--- config.mk ---
export PLATFORM = sky130hd
export DESIGN_NAME = alu_spare_pool
export DESIGN_NICKNAME = d
export VERILOG_FILES = /design/src/rtl/alu_pool_pkg.sv /design/src/rtl/alu_lane.sv /design/src/rtl/alu_spare_pool.sv
export SDC_FILE = /design/constraint.sdc
export NUM_CORES = 1
export LEC_CHECK = 0
export ABC_AREA = 1
export CAP_MARGIN = 30
export CORE_AREA = 5 5 250 252
export DETAILED_ROUTE_END_ITERATION = 6
export DIE_AREA = 0 0 255 257
export SLEW_MARGIN = 20
export SYNTH_ARGS = -nofsm -noshare
export SYNTH_HDL_FRONTEND = slang
export SYNTH_SLANG_ARGS = --single-unit
--- constraint.sdc ---
create_clock -name clk -period 91.1 [get_ports clk]
set_input_delay 13.665 -clock clk [delete_from_list [all_inputs] [get_ports clk]]
set_output_delay 13.665 -clock clk [all_outputs]
set_load 0.02 [all_outputs]
--- src/rtl/alu_pool_pkg.sv ---
// Shared definitions for the redundant ALU pool.
// Contents:
//   ALU_* opcode constants for the 3-bit alu_ctrl field
//   pool_state_t     state encoding for the pool controller
//   mod3()           residue of a value modulo 3 (up to 64 bits)
package alu_pool_pkg;

    localparam logic [2:0] ALU_ADD = 3'b000;
    localparam logic [2:0] ALU_SUB = 3'b001;
    localparam logic [2:0] ALU_AND = 3'b010;
    localparam logic [2:0] ALU_OR  = 3'b011;
    localparam logic [2:0] ALU_SLT = 3'b101;

    typedef enum logic [1:0] {
        POOL_OK        = 2'd0,
        POOL_RETRY     = 2'd1,
        POOL_EXHAUSTED = 2'd2
    } pool_state_t;

    // 4 == 1 (mod 3), so the residue is the sum of the base-4 digits,
    // folded back below 3 after every digit.
    function automatic logic [1:0] mod3(input logic [63:0] x);
        logic [2:0] acc;
        acc = 3'd0;
        for (int i = 0; i < 32; i++) begin
            acc = acc + {1'b0, x[2*i +: 2]};
            if (acc >= 3'd3) acc = acc - 3'd3;
        end
        return acc[1:0];
    endfunction

endpackage

--- src/rtl/alu_lane.sv ---
// One ALU lane with carry-out, fault injection and a mod-3 residue checker.
// Ports:
//   ctrl    in   3       operation select (see alu_pool_pkg)
//   a, b    in   DATA_W  operands
//   inject  in   1       flips bit 0 of the result after the carry is formed
//   result  out  DATA_W  lane result (including any injected flip)
//   zero    out  1       result equals zero
//   err     out  1       residue mismatch on ADD/SUB (not qualified by valid)
module alu_lane
    import alu_pool_pkg::*;
#(
    parameter int DATA_W = 32
) (
    input  logic [2:0]        ctrl,
    input  logic [DATA_W-1:0] a,
    input  logic [DATA_W-1:0] b,
    input  logic              inject,
    output logic [DATA_W-1:0] result,
    output logic              zero,
    output logic              err
);

    logic              is_sub;
    logic              checked;
    logic [DATA_W-1:0] b_op;
    logic [DATA_W:0]   sum;
    logic              cout;
    logic [DATA_W-1:0] raw;
    logic [1:0]        ra;
    logic [1:0]        rb;
    logic [1:0]        rr;
    logic [3:0]        lhs;
    logic [3:0]        rhs;

    always_comb begin
        is_sub  = (ctrl == ALU_SUB);
        checked = (ctrl == ALU_ADD) || is_sub;
        b_op    = is_sub ? ~b : b;
        sum     = {1'b0, a} + {1'b0, b_op} + (DATA_W+1)'(is_sub);
        cout    = sum[DATA_W];
        case (ctrl)
            ALU_ADD, ALU_SUB: raw = sum[DATA_W-1:0];
            ALU_AND:          raw = a & b;
            ALU_OR:           raw = a | b;
            ALU_SLT:          raw = {{(DATA_W-1){1'b0}}, ($signed(a) < $signed(b))};
            default:          raw = '0;
        endcase
        result = raw ^ {{(DATA_W-1){1'b0}}, inject};
        zero   = (result == '0);
    end

    // With DATA_W even, 2^DATA_W == 1 (mod 3), so the carry-out contributes
    // exactly 1 to the residue of the full sum, and ~B == -B (mod 3).
    always_comb begin
        ra  = mod3(64'(a));
        rb  = mod3(64'(b));
        rr  = mod3(64'(result));
        lhs = is_sub ? (4'(ra) + 4'd3 - 4'(rb) + 4'd1) : (4'(ra) + 4'(rb));
        rhs = 4'(rr) + 4'(cout);
        err = checked && (mod3(64'(lhs)) != mod3(64'(rhs)));
    end

endmodule

--- src/rtl/alu_spare_pool.sv ---
// N-lane redundant ALU with residue checking, replay on error and lane
// retirement after FAULT_THRESH consecutive errors. Result registered at EX/MEM.
// Optional feature macro: ALU_POOL_STATS_EN (per-lane error counters and
// stat_sel/stat_cnt read port).
// Ports:
//   clk, rst             clock, asynchronous active-low reset
//   valid_e              operation present
//   alu_ctrl_e           opcode
//   src_a_e, src_b_e     operands
//   force_fault_e        per-lane fault injection
//   stall_e              hold upstream inputs next cycle (combinational)
//   zero_e               active lane result is zero (combinational)
//   valid_m/alu_result_m registered result
//   active_unit          lane in use
//   failed_mask          sticky retired lanes
//   hardware_fault_flag  sticky, first retirement seen
//   alu_exhausted        sticky, all lanes retired
//
// State table:
//   POOL_OK        | no outstanding error on the active lane
//   POOL_RETRY     | replaying after err_cnt consecutive errors
//   POOL_EXHAUSTED | all lanes retired, checks ignored, ops pass through
module alu_spare_pool
    import alu_pool_pkg::*;
#(
    parameter int DATA_W       = 32,
    parameter int NUM_UNITS    = 3,
    parameter int FAULT_THRESH = 2,
    localparam int AW          = $clog2(NUM_UNITS)
) (
    input  logic                 clk,
    input  logic                 rst,
    input  logic                 valid_e,
    input  logic [2:0]           alu_ctrl_e,
    input  logic [DATA_W-1:0]    src_a_e,
    input  logic [DATA_W-1:0]    src_b_e,
    input  logic [NUM_UNITS-1:0] force_fault_e,
    output logic                 stall_e,
    output logic                 zero_e,
    output logic                 valid_m,
    output logic [DATA_W-1:0]    alu_result_m,
    output logic [AW-1:0]        active_unit,
    output logic [NUM_UNITS-1:0] failed_mask,
    output logic                 hardware_fault_flag,
    output logic                 alu_exhausted
`ifdef ALU_POOL_STATS_EN
    ,
    input  logic [AW-1:0]        stat_sel,
    output logic [15:0]          stat_cnt
`endif
);

    logic [DATA_W-1:0]    lane_res [NUM_UNITS];
    logic [NUM_UNITS-1:0] lane_zero;
    logic [NUM_UNITS-1:0] lane_chk;

    for (genvar g = 0; g < NUM_UNITS; g++) begin : g_lane
        alu_lane #(.DATA_W(DATA_W)) u_lane (
            .ctrl   (alu_ctrl_e),
            .a      (src_a_e),
            .b      (src_b_e),
            .inject (force_fault_e[g]),
            .result (lane_res[g]),
            .zero   (lane_zero[g]),
            .err    (lane_chk[g])
        );
    end

    pool_state_t state, state_nxt;
    logic [3:0]    err_cnt;
    logic          raw_err;
    logic          lane_err;
    logic          at_thresh;
    logic          retire;
    logic          capture;
    logic [AW-1:0] cand;
    logic [AW-1:0] nxt_unit;
    logic          nxt_found;

    assign zero_e = lane_zero[active_unit];

    always_comb begin
        raw_err   = valid_e && lane_chk[active_unit];
        lane_err  = raw_err && (state != POOL_EXHAUSTED);
        at_thresh = (({1'b0, err_cnt} + 5'd1) == 5'(FAULT_THRESH));
        retire    = lane_err && at_thresh;
    end

    // Next healthy lane above the current one, wrapping through index 0.
    always_comb begin
        cand      = active_unit;
        nxt_unit  = active_unit;
        nxt_found = 1'b0;
        for (int k = 1; k < NUM_UNITS; k++) begin
            cand = AW'((int'(active_unit) + k) % NUM_UNITS);
            if (!nxt_found && !failed_mask[cand]) begin
                nxt_found = 1'b1;
                nxt_unit  = cand;
            end
        end
    end

    always_ff @(posedge clk or negedge rst) begin
        if (!rst) state <= POOL_OK;
        else      state <= state_nxt;
    end

    always_comb begin
        state_nxt = state;
        case (state)
            POOL_OK, POOL_RETRY: begin
                if (valid_e) begin
                    if (retire)        state_nxt = nxt_found ? POOL_OK : POOL_EXHAUSTED;
                    else if (lane_err) state_nxt = POOL_RETRY;
                    else               state_nxt = POOL_OK;
                end
            end
            POOL_EXHAUSTED: state_nxt = POOL_EXHAUSTED;
            default:        state_nxt = POOL_OK;
        endcase
    end

    // Gating with rst keeps stall_e low while reset is held even if inputs
    // still present a faulty operation.
    always_comb begin
        stall_e = lane_err && rst;
        capture = valid_e && !lane_err;
    end

    always_ff @(posedge clk or negedge rst) begin
        if (!rst) begin
            err_cnt             <= '0;
            active_unit         <= '0;
            failed_mask         <= '0;
            hardware_fault_flag <= 1'b0;
            alu_exhausted       <= 1'b0;
            valid_m             <= 1'b0;
            alu_result_m        <= '0;
        end else begin
            valid_m <= capture;
            if (capture) begin
                alu_result_m <= lane_res[active_unit];
                err_cnt      <= '0;
            end
            if (retire) begin
                err_cnt                  <= '0;
                failed_mask[active_unit] <= 1'b1;
                hardware_fault_flag      <= 1'b1;
                if (nxt_found) active_unit   <= nxt_unit;
                else           alu_exhausted <= 1'b1;
            end else if (lane_err) begin
                err_cnt <= err_cnt + 4'd1;
            end
        end
    end

`ifdef ALU_POOL_STATS_EN
    logic [15:0] stat_q [NUM_UNITS];

    always_ff @(posedge clk or negedge rst) begin
        if (!rst) begin
            for (int i = 0; i < NUM_UNITS; i++) stat_q[i] <= '0;
            stat_cnt <= '0;
        end else begin
            for (int i = 0; i < NUM_UNITS; i++) begin
                if (raw_err && (active_unit == AW'(i)) && (stat_q[i] != 16'hFFFF))
                    stat_q[i] <= stat_q[i] + 16'd1;
            end
            stat_cnt <= stat_q[stat_sel];
        end
    end
`endif

endmodule

* Yosys cells after proc, flatten, opt, wreduce, memory -nomap -nowiden
Cells that the tools add are included.
** Storage, ports and cells
- Bits in registers :: 46
- Input bits :: 73
- Output and inout bits :: 42
- Word-level logic and storage cells :: 1045
** Cells by class
- Add/subtract/negate cells :: 380
- Divide/modulo/power cells :: 2
- $lt $le $gt $ge :: 294
- Eq/ne operators :: 13
- Mux-type cells :: 316
- Bitwise logic cells :: 9
- Reduce and logical (&&, ||, !) cells :: 23
** Operators by type and width (count)
- $ge 3x2->1 const B :: 279
- $mux 3 :: 279
- $sub 3x2->3 const B :: 270
- $add 3x2->3 :: 79
- $pmux 32 s4 :: 1
- $logic_not 32->1 :: 3
- $mux 32 :: 3
- $xor 32x1->32 :: 3
- $bmux 32 s2 :: 1
- $mod 32x3->32 const B :: 2
- $add 32x32->33 :: 1
- $add 33x1->33 :: 1
- $and 32x32->32 :: 1
- $lt 32x32->1 :: 1
- $not 32->32 :: 1
- $or 32x32->32 :: 1
- $mux 2 :: 14
- $sub 2x2->3 const B :: 9
- $ge 2x2->1 const B :: 9
- $sub 2x2->2 const B :: 9
- $mux 4 :: 4
- $logic_and 1x1->1 :: 10
- $add 2x1->3 :: 3
- $lt 2x3->1 const B :: 3
- other kinds (32) :: 50

* Logic depth before layout (Yosys ltp)
Gate-level depths: netlist of the first run.
- Word-level depth :: 162
- Depth in mapped cells :: 400
- Gate-level depth less buffers :: 398

* Cells and area by module
Synthesis of the first run repeated with hierarchy kept, for this count alone.
** Unflattened totals
- Cells, all modules :: 7463
- Area, all modules :: 49762.7 µm²
** Modules (own cells, without submodules)
- alu_lane (g_lane[2].u_lane) :: instances 1, cells an instance 2358, area each 15919.0 µm², sequential area each 0.0 µm²
- alu_lane (g_lane[1].u_lane) :: instances 1, cells an instance 2375, area each 15591.2 µm², sequential area each 0.0 µm²
- alu_lane (g_lane[0].u_lane) :: instances 1, cells an instance 2333, area each 15507.4 µm², sequential area each 0.0 µm²
- alu_spare_pool :: instances 1, cells an instance 397, area each 2745.1 µm², sequential area each 1151.1 µm²

* Least setup slack after synthesis of the first run
Ideal clock, no wire load.
- Path type :: input port to output port
- From :: in src_a_e[0]
- To :: out stall_e
- Data arrival time :: 63.406 ns
- Data required time :: 77.435 ns
- Slack :: 14.029 ns
- Stages on the path :: 369
- Path buffers :: 0
- Cells stage by stage :: inv_1 > nor2_1 > ha_1 > inv_1 > fa_1 > inv_1 > ha_1 > ha_1 > nand3b_1 > xnor2_1 > inv_1 > ha_1 > inv_1 > fa_1 > inv_1 > ha_1 > ha_1 > a211oi_1 > [333 not listed] > nand2_1 > inv_1 > ha_1 > a21oi_2 > nand2_1 > nand2_1 > nand2_2 > inv_1 > nand2_1 > nand2_1 > inv_1 > nand2_1 > nand2_1 > nand3_2 > nand2_2 > nand2_4 > nand2_4 > nor2_1
** Between the ends
- Cells in the longest elaborated chain, start to end :: 156
- Elaborated cells on any way between the ends :: 860
- Classes of those cells :: add/sub (329); order compare (257); eq/ne (3); mux (260); bitwise (5); reduce/logical (6)
** Ends and longest elaborated chain
- start, declared :: line alu_spare_pool.sv:35 : input logic [DATA_W-1:0] src_a_e,
- $add 32x32->33 :: line alu_lane.sv:39 : sum = {1'b0, a} + {1'b0, b_op} + (DATA_W+1)'(is_sub);
- $add 33x1->33 :: line alu_lane.sv:39
- $pmux 32 s4 :: line alu_lane.sv:41 : case (ctrl)
- $xor 32x1->32 :: line alu_lane.sv:48 : result = raw ^ {{(DATA_W-1){1'b0}}, inject};
- $sub 2x2->3 or $ge 2x2->1 (tied branches) :: line alu_pool_pkg.sv:27 : if (acc >= 3'd3) acc = acc - 3'd3;
- $mux 3 :: line alu_pool_pkg.sv:27
- $add 3x2->3 :: line alu_pool_pkg.sv:26 : acc = acc + {1'b0, x[2*i +: 2]};
- $sub 3x2->3 or $ge 3x2->1 (tied branches) :: line alu_pool_pkg.sv:27
- [140 not listed]
- $mux 2 :: line alu_pool_pkg.sv:27
- $ne 2x2->1 :: line alu_lane.sv:60 : err = checked && (mod3(64'(lhs)) != mod3(64'(rhs)));
- $logic_and 1x1->1 :: line alu_lane.sv:60
- $bmux 1 s2 (*) :: line alu_spare_pool.sv:83 : raw_err = valid_e && lane_chk[active_unit];
- $mux 1 (implied by the code) (*) :: line alu_spare_pool.sv:83
- $logic_and 1x1->1 (*) :: line alu_spare_pool.sv:83
- $logic_and 1x1->1 (*) :: line alu_spare_pool.sv:84 : lane_err = raw_err && (state != POOL_EXHAUSTED);
- $logic_and 1x1->1 (*) :: line alu_spare_pool.sv:126 : stall_e = lane_err && rst;
- end, declared :: line alu_spare_pool.sv:38 : output logic stall_e,
Every way passes the cells marked *; elsewhere a longest branch is shown, timed or not. The select of a mux whose other input is x is not followed.

* Worst setup path after layout of the first run
Same ends and word-level chain as after synthesis.

==> results of run 1 <==
==> Yosys cell counts, drive strengths merged, types with 34 or more instances <==
cell and instances:
nand2 1258, inv 753, nand4 85, o211ai 35
nor2 153, nand3 146, a21oi 188, nand3b 53
dfrtp 46, fa 82, o21ai 164, xor2 135
ha 617, mux2 34
==> layer usage <==
metal / wire [µm] / vias up / GRT usage (%)
met4: 555 / 0 / 2.003
met2: 24820 / 168 / 29.25
met5: 0 / - / 0
li1: - / 12780 / -
met1: 27600 / 10210 / 22.72
met3: 1274 / 28 / 0.9998
==> flip-flops by register name, summed over array words and instances (netlist names) <==
| signal | cells |
|---|---|
| alu_exhausted | 1 |
| valid_m | 1 |
| active_unit | 2 |
| state | 2 |
| failed_mask | 3 |
| hardware_fault_flag | 1 |
| alu_result_m | 32 |
| err_cnt | 4 |
==> final timing paths <==
| path | start | endpoint | slack [ps] | depth (start not counted) |
|---|---|---|---|---|
| max in group asynchronous | rst | alu_result_m[13]$_DFFE_PN0P_ | 77160 | 2 |
| setup reg to reg | active_unit[0]$_DFFE_PN0P_ | active_unit[1]$_DFFE_PN0P_ | 89040 | 10 |
| min in group asynchronous | rst | hardware_fault_flag$_DFFE_PN0P_ | 13480 | 2 |
| hold reg to reg | state[1]$_DFFE_PN0P_ | state[1]$_DFFE_PN0P_ | 460 | 1 |
| hold / removal | state[1]$_DFFE_PN0P_ | state[1]$_DFFE_PN0P_ | 460 | 1 |
| setup / recovery | src_a_e[0] | stall_e | 8600 | 370 |
==> metrics by stage <==
step / hold WS, ps / setup WS [ps] / util (%) / instance area [µm²]
after floorplan: 428.7 / 14030 / - / 26610
after global placement: 445.7 / 8777 / 47.71 / 28580
after detailed placement: 450.7 / 8373 / 47.76 / 28610
after CTS: 460.0 / 8295 / 48.00 / 28760
after global routing: 491.8 / 2961 / 48.03 / 28770
final: 457.2 / 8599 / 48.03 / 28770
==> cell type report <==
class                           count  share of cell area (%)
Sequential cell                    46                   4.001
Timing Repair Buffer              126                   4.331
Multi-Input combinational cell   3078                   77.83
Inverter                          759                   9.923
Tap cell                          782                   3.401
Clock inverter                      1                 0.01739
Clock buffer                        7                  0.4957
==> worst register-to-register path: stages (launching register included) <==
cell,delay (ps)
dfrtp_1,550
inv_1,170
ha_1,390
inv_1,110
a21oi_1,50
a32oi_1,210
nor2_1,120
inv_1,60
nand4_1,140
nand2_1,100
nand2_1,60
==> logic make-up after synthesis <==
logic type / Yosys count / share of synthesized area [%]
buf+inv: 781 / 11.54
compound gates: 452 / 12.45
fa+ha+maj: 699 / 35.18
mux: 34 / 1.439
flops: 46 / 4.325
xor+xnor: 166 / 5.491
simple gates: 1727 / 29.58
==> layout by cell type (no fill, tap or decap), types with 30 or more instances in the layout <==
master           netlist  final
nor2_1               138    138
nand3b_1              53     53
dfrtp_1               46     46
inv_1                723    723
a21oi_2               51     51
a21oi_4               33     33
nand2_1             1093   1092
nand3_1              120    120
mux2_2                34     34
ha_1                 617    617
xnor2_1               30     30
fa_1                  82     82
clkdlybuf4s50_1        0    113
o21ai_0               95     95
o211ai_1              32     32
xor2_1               135    135
o21ai_2               52     52
a21oi_1              104    104
nand4_1               85     85
nand2_2              150    151
==> results.tsv, run 1 <==
stage	metric	value	unit
status	status	completed	
placed_design	Port-buffer cells	114	
critical_path	Critical Path End Type	output pin	
sta	Slew Limit Fails	0	
sta	max frequency	12.12	MHz
critical_path	cell mode on critical path	ha_1	
yosys	Syn Nets	4677	
yosys	main flop type after synthesis	dfrtp_1	
yosys	Synth top area share	29.01	%
critical_path	critical path class	input port to output pin	
drt	routed vias	23180	
sta	post-route clock period utilization	90.56	%
placed_design	Placed Instances	4789	
critical_path	CP max-delay cell	clkdlybuf4s50_1	
die	Die Height	257	µm
sta	final hold viol count	0	
finish	share of layout cells above drive strength 1	11.10	%
yosys	Post-synth EDFFs	0	
clock_tree	cts hold-fix bufs	0	
die	Initial Utilization	44.42	%
yosys	sequential area share after synthesis	4.325	%
clock_tree	post-CTS setup buffers	0	
drt	Routed Antenna Nets	0	
sta	final number of setup-violating endpoints	0	
flow_run	max cap viols	0	
finish	footprint of the multi-input gates	22390	µm²
critical_path	WP data required	77430	ps
die	Die X	255	µm
sta	clk_skew	4.556	ps
clock_tree	Worst-path clk slew	70	ps
clock_tree	deepest clock path buffer count	2	
finish	total area of sequential cells	1151	µm²
yosys	syn avg cell area	6.815	µm²
drt	DR DRC count	0	
finish	Final #Nets	4788	
critical_path	Setup crit start kind	input port	
clock_tree	total clock sinks	46	
placed_design	gpl congestion	0.8319	
clock_tree	TritonCTS clock tree	yes	
clock_tree	H-tree depth	2	
critical_path	CP peak stage delay	630	ps
sta	Fin Setup TNS	0	ps
finish	post-route insts no fill	4799	
die	Die ar.	65540	µm²
yosys	synthesized instance count	3905	
sta	RSZ-0062 raised after global routing	no	
clock_tree	CTS buffer count	5	
sta	Final Critical Period	82500	ps
yosys	ys async rst share	100.0	%
yosys	largest cells by area after synthesis	ha_1, nand2_1, inv_1, fa_1, xor2_1	
finish	Layout area overhead	8.115	%
clock_tree	Worst-Skew Late Latency	300	ps
sta	Worst-Margin Slew	880.5	ps
die	Core Box Area	59910	µm²
sta	Max transition margin	41.04	%
min_path	min-delay worst type	flop to flop	
finish	Fillers	6139	
finish	Antenna diodes	0	
clock_tree	root buffer cell	clkbuf_16	
placed_design	Post-DP HPWL	48510	µm
drt	Via density	4.831	
die	io pins	115	
grt	largest net degree at the start of global routing	48	
yosys	Mapped Area	26610	µm²
yosys	Synth area leader	ha_1	
drt	Routed WL	54250	µm
grt	number of global-route vias before repair	22170	
critical_path	crit path buf inv count	84	
grt	total global routing overflow	0	
grt	first-pass GRT wire length	95850	µm
critical_path	worst endpoint data arrival time	68840	ps
yosys	yosys warns	0	
critical_path	Crit path max-delay family	adder cells	
drt	Initial DRC Count	937	
grt	All-Layer GR Usage	16.50	%
drt	Pre-antenna DRT Iters	5	
grt	initial antenna violation count	0	
yosys	flip-flop and latch count after synthesis	46	
yosys	synth unique cells	61	
clock_tree	post-CTS sizing	0	
die	Rows	90	
critical_path	crit path max fanout	7	
drt	Routed wire per std cell	11.30	µm
Power of run 1 is not shown: default switching activity piles up to over one toggle a cycle in this logic, so the estimate is an artifact.
==> run 2, diff against run 1 <==
--- a/config.mk
+++ b/config.mk
@@ -7,10 +7,14 @@
 export LEC_CHECK = 0
 export ABC_AREA = 1
 export CAP_MARGIN = 30
-export CORE_AREA = 5 5 250 252
+export CELL_PAD_IN_SITES_DETAIL_PLACEMENT = 1
+export CELL_PAD_IN_SITES_GLOBAL_PLACEMENT = 2
+export CORE_AREA = 5 5 225 337
 export DETAILED_ROUTE_END_ITERATION = 6
-export DIE_AREA = 0 0 255 257
+export DIE_AREA = 0 0 230 342
+export PLACE_DENSITY_LB_ADDON = 0.1
 export SLEW_MARGIN = 20
 export SYNTH_ARGS = -nofsm -noshare
 export SYNTH_HDL_FRONTEND = slang
 export SYNTH_SLANG_ARGS = --single-unit
+export TNS_END_PERCENT = 20
==> run 2 against run 1 <==
  * Utilization is 7.9 points lower
  * Sequential share of layout area hardly changed
  * Setup slack worse by 500 ps
  * Fmax is 0.60% lower
  * Largest cell class unchanged
==> results.tsv, run 2 (same netlist as run 1, synthesis figures left out) <==
stage	metric	value	unit	change
drt	Routed WL	65690	µm	was 54250 µm
grt	total global routing overflow	0		unchanged
clock_tree	H-tree depth	2		unchanged
drt	DR DRC count	0		unchanged
critical_path	WP data required	77430	ps	about the same
clock_tree	total clock sinks	46		unchanged
finish	Antenna diodes	0		unchanged
finish	Final #Nets	4798		was 4788
die	io pins	115		unchanged
sta	final hold viol count	0		unchanged
clock_tree	Worst-path clk slew	70	ps	about the same
flow_run	max cap viols	0		unchanged
placed_design	Post-DP HPWL	59150	µm	was 48510 µm
sta	final number of setup-violating endpoints	0		unchanged
drt	Routed Antenna Nets	0		unchanged
critical_path	Setup crit start kind	input port		unchanged
sta	Worst-Margin Slew	971.9	ps	was 880.5 ps
clock_tree	CTS buffer count	5		unchanged
critical_path	critical path class	input port to output pin		unchanged
clock_tree	post-CTS sizing	0		unchanged
finish	Layout area overhead	8.989	%	was 8.115%
clock_tree	TritonCTS clock tree	yes		unchanged
grt	largest net degree at the start of global routing	60		was 48
finish	most frequent cells in the layout	nand2_1, inv_1, ha_1		unchanged
clock_tree	root buffer cell	clkbuf_16		unchanged
critical_path	CP peak stage delay	610	ps	was 630 ps
drt	Routed wire per std cell	13.27	µm	was 11.30 µm
finish	share of layout cells above drive strength 1	11.32	%	was 11.10%
placed_design	gpl congestion	0.7763		was 0.8319
finish	commonest non-fill, non-tap cell in the layout	nand2_1		unchanged
clock_tree	Worst-Skew Late Latency	320	ps	was 300 ps
clock_tree	cts hold-fix bufs	0		unchanged
sta	max frequency	12.05	MHz	was 12.12 MHz
sta	Slew Limit Fails	0		unchanged
clock_tree	deepest clock path buffer count	2		unchanged
die	Rows	121		was 90
sta	post-route clock period utilization	91.11	%	was 90.56%
drt	Pre-antenna DRT Iters	4		was 5
status	status	completed		unchanged
sta	Final Critical Period	83000	ps	was 82500 ps
grt	number of global-route vias before repair	26060		was 22170
grt	initial antenna violation count	1		was 0
die	Die Height	342	µm	was 257 µm
die	Die X	230	µm	was 255 µm
finish	Most flops, register	alu_result_m		unchanged
sta	Max transition margin	35.21	%	was 41.04%
critical_path	cell mode on critical path	ha_1		unchanged
grt	All-Layer GR Usage	16.64	%	was 16.50%
die	Initial Utilization	36.78	%	was 44.42%
critical_path	CP max-delay cell	clkdlybuf4s50_1		unchanged
clock_tree	post-CTS setup buffers	0		unchanged
finish	biggest regs	alu_result_m (32), err_cnt (4), failed_mask (3)		unchanged
drt	Initial DRC Count	411		was 937
sta	Fin Setup TNS	0	ps	unchanged
critical_path	crit path max fanout	7		unchanged
grt	first-pass GRT wire length	114600	µm	was 95850 µm
critical_path	worst endpoint data arrival time	69340	ps	was 68840 ps
die	Die ar.	78660	µm²	was 65540 µm²
sta	clk_skew	20.21	ps	was 4.556 ps
sta	RSZ-0062 raised after global routing	no		unchanged
finish	number of flip-flops in the largest register	32		unchanged
placed_design	Port-buffer cells	114		unchanged
min_path	min-delay worst type	flop to flop		unchanged
critical_path	Critical Path End Type	output pin		unchanged
die	Core Box Area	72370	µm²	was 59910 µm²
drt	routed vias	24380		was 23180
drt	Via density	4.926		was 4.831
run 2: cell types whose count changed in the layout (fill, tap and decap cells not counted):
cell | before | now
buf_4 | 9 | 20
buf_1 | 0 | 1
buf_16 | 1 | 0
clkbuf_1 | 1 | 0
clkbuf_4 | 2 | 1
clkbuf_8 | 1 | 0
clkinv_2 | 4 | 3
clkinv_4 | 0 | 1
inv_6 | 0 | 1
inv_8 | 0 | 1
run 2: area by class of cell:
class	instances	area (µm²)
clock buffer	5	125.1
clock inverter	3	28.78
fill	9496	43360
inverter	759	2855
multi-input combinational	3078	22390
sequential	46	1151
tap	922	1154
timing repair buffer	136	1297
run 2: critical path, delay by kind of cell:
family / cells / cell delay (ps)
adders and majority gates: 125 / 28760
and+or+nand+nor: 109 / 10840
AOI/OAI and AO/OA: 49 / 8980
buffers and inverters: 83 / 6540
xor gates and xnor gates: 2 / 520
run 2: metal layers:
metal | GRT usage, % | wire length (µm)
met5 | 0 | 12
met3 | 0.9864 | 1014
met1 | 17.95 | 26890
met4 | 1.732 | 657
met2 | 35.78 | 37120
run 2: per-stage QoR:
step | hold WS (ps) | setup WS [ps] | instances | util [%] | area, µm²
5_1_grt | 510.7 | 2451 | 4949 | 40.08 | 29010
2_1_floorplan | 428.7 | 14030 | 3905 | - | 26610
3_3_place_gp | 445.6 | 7931 | 4938 | 39.84 | 28830
4_1_cts | 478.6 | 7204 | 4948 | 40.07 | 29000
6_report | 468.9 | 8098 | 4949 | 40.08 | 29010
3_5_place_dp | 458.7 | 7367 | 4940 | 39.86 | 28840
run 2: path summary, 6_finish.rpt:
check | from | to | slack (ps) | cells past startpoint
setup / recovery | src_a_e[0] | stall_e | 8100 | 368
hold / removal | hardware_fault_flag$_DFFE_PN0P_ | hardware_fault_flag$_DFFE_PN0P_ | 470 | 1
setup reg to reg | state[1]$_DFFE_PN0P_ | alu_result_m[1]$_DFFE_PN0P_ | 88560 | 8
hold reg to reg | hardware_fault_flag$_DFFE_PN0P_ | hardware_fault_flag$_DFFE_PN0P_ | 470 | 1
max in group asynchronous | rst | alu_result_m[23]$_DFFE_PN0P_ | 77080 | 2
min in group asynchronous | rst | alu_result_m[5]$_DFFE_PN0P_ | 13460 | 2
Power of run 2 is left out for the same reason.
==> RTL change, RTL diff (config.mk and constraints of run 2) <==
The parameter `NUM_UNITS` goes from 3 to 5.
--- a/src/rtl/alu_spare_pool.sv
+++ b/src/rtl/alu_spare_pool.sv
@@ -24,7 +24,7 @@
     import alu_pool_pkg::*;
 #(
     parameter int DATA_W       = 32,
-    parameter int NUM_UNITS    = 3,
+    parameter int NUM_UNITS    = 5,
     parameter int FAULT_THRESH = 2,
     localparam int AW          = $clog2(NUM_UNITS)
 ) (
Ports: changed (resized active_unit, failed_mask and force_fault_e); port bits go from 115 to 120. The function was not compared with the original's and may differ.
==> RTL change against run 2 <==
The run now fails in 3_3_place_gp; synthesized cell count grew 41%; area after synthesis is 40% higher.
==> RTL change: results (changes against run 2) <==
Logic synthesis
  • Post-synth ARST share: 1.00 (unchanged)
  • Main synth FF type: dfrtp_1
  • Synth area leaders: ha_1 (29%), nand2_1 (16%), inv_1 (10%)
  • Yosys cell types: 61 (unchanged)
  • Synth Net Count: 6566 (+40%)
  • Register area share after synthesis: 0.0328 (-0.0104)
  • Post-synth top cells: nand2_1 (1603), inv_1 (1003), ha_1 (855), nand2_2 (242), xor2_1 (204)
  • Synth Area per Inst: 6.77 um2 (-0.72%)
  • Yosys warning count: 0 (unchanged)
  • FF+latch count, synth: 49 (+6.5%)

Run status
  • Outcome: did not finish
  • Run-stopping error: [ERROR FLW-0024] Place density exceeds 1.0 (current PLACE_DENSITY_LB_ADDON =  0.1). Please check if the value of  PLACE_DENSITY_LB_ADDON is between 0 and 0.99.
  • Failed at: 3_3_place_gp

Die
  • # rows: 121 (unchanged)

Placed design
  • Port bufs: 119 (+4.4%)
## RTL change: cell count changes after synthesis, moves of 24 or more
cell	change
nand2_1	+510
nand2_2	+92
nor2_1	+53
nand3b_1	+24
nand3_1	+53
xor2_1	+69
inv_1	+280
fa_1	+33
a21oi_4	+39
o21ai_0	+38
mux2_2	+26
ha_1	+238
nand4_1	+58
## RTL change: cells by family after synthesis
kind of cell / Yosys count / synth area share
AOI/OAI and AO/OA: 588 / 0.121
xor gates and xnor gates: 244 / 0.0578
adders and majority gates: 970 / 0.348
buffers and inverters: 1062 / 0.111
DFF: 49 / 0.0328
muxes: 60 / 0.0181
and+or+nand+nor: 2548 / 0.311
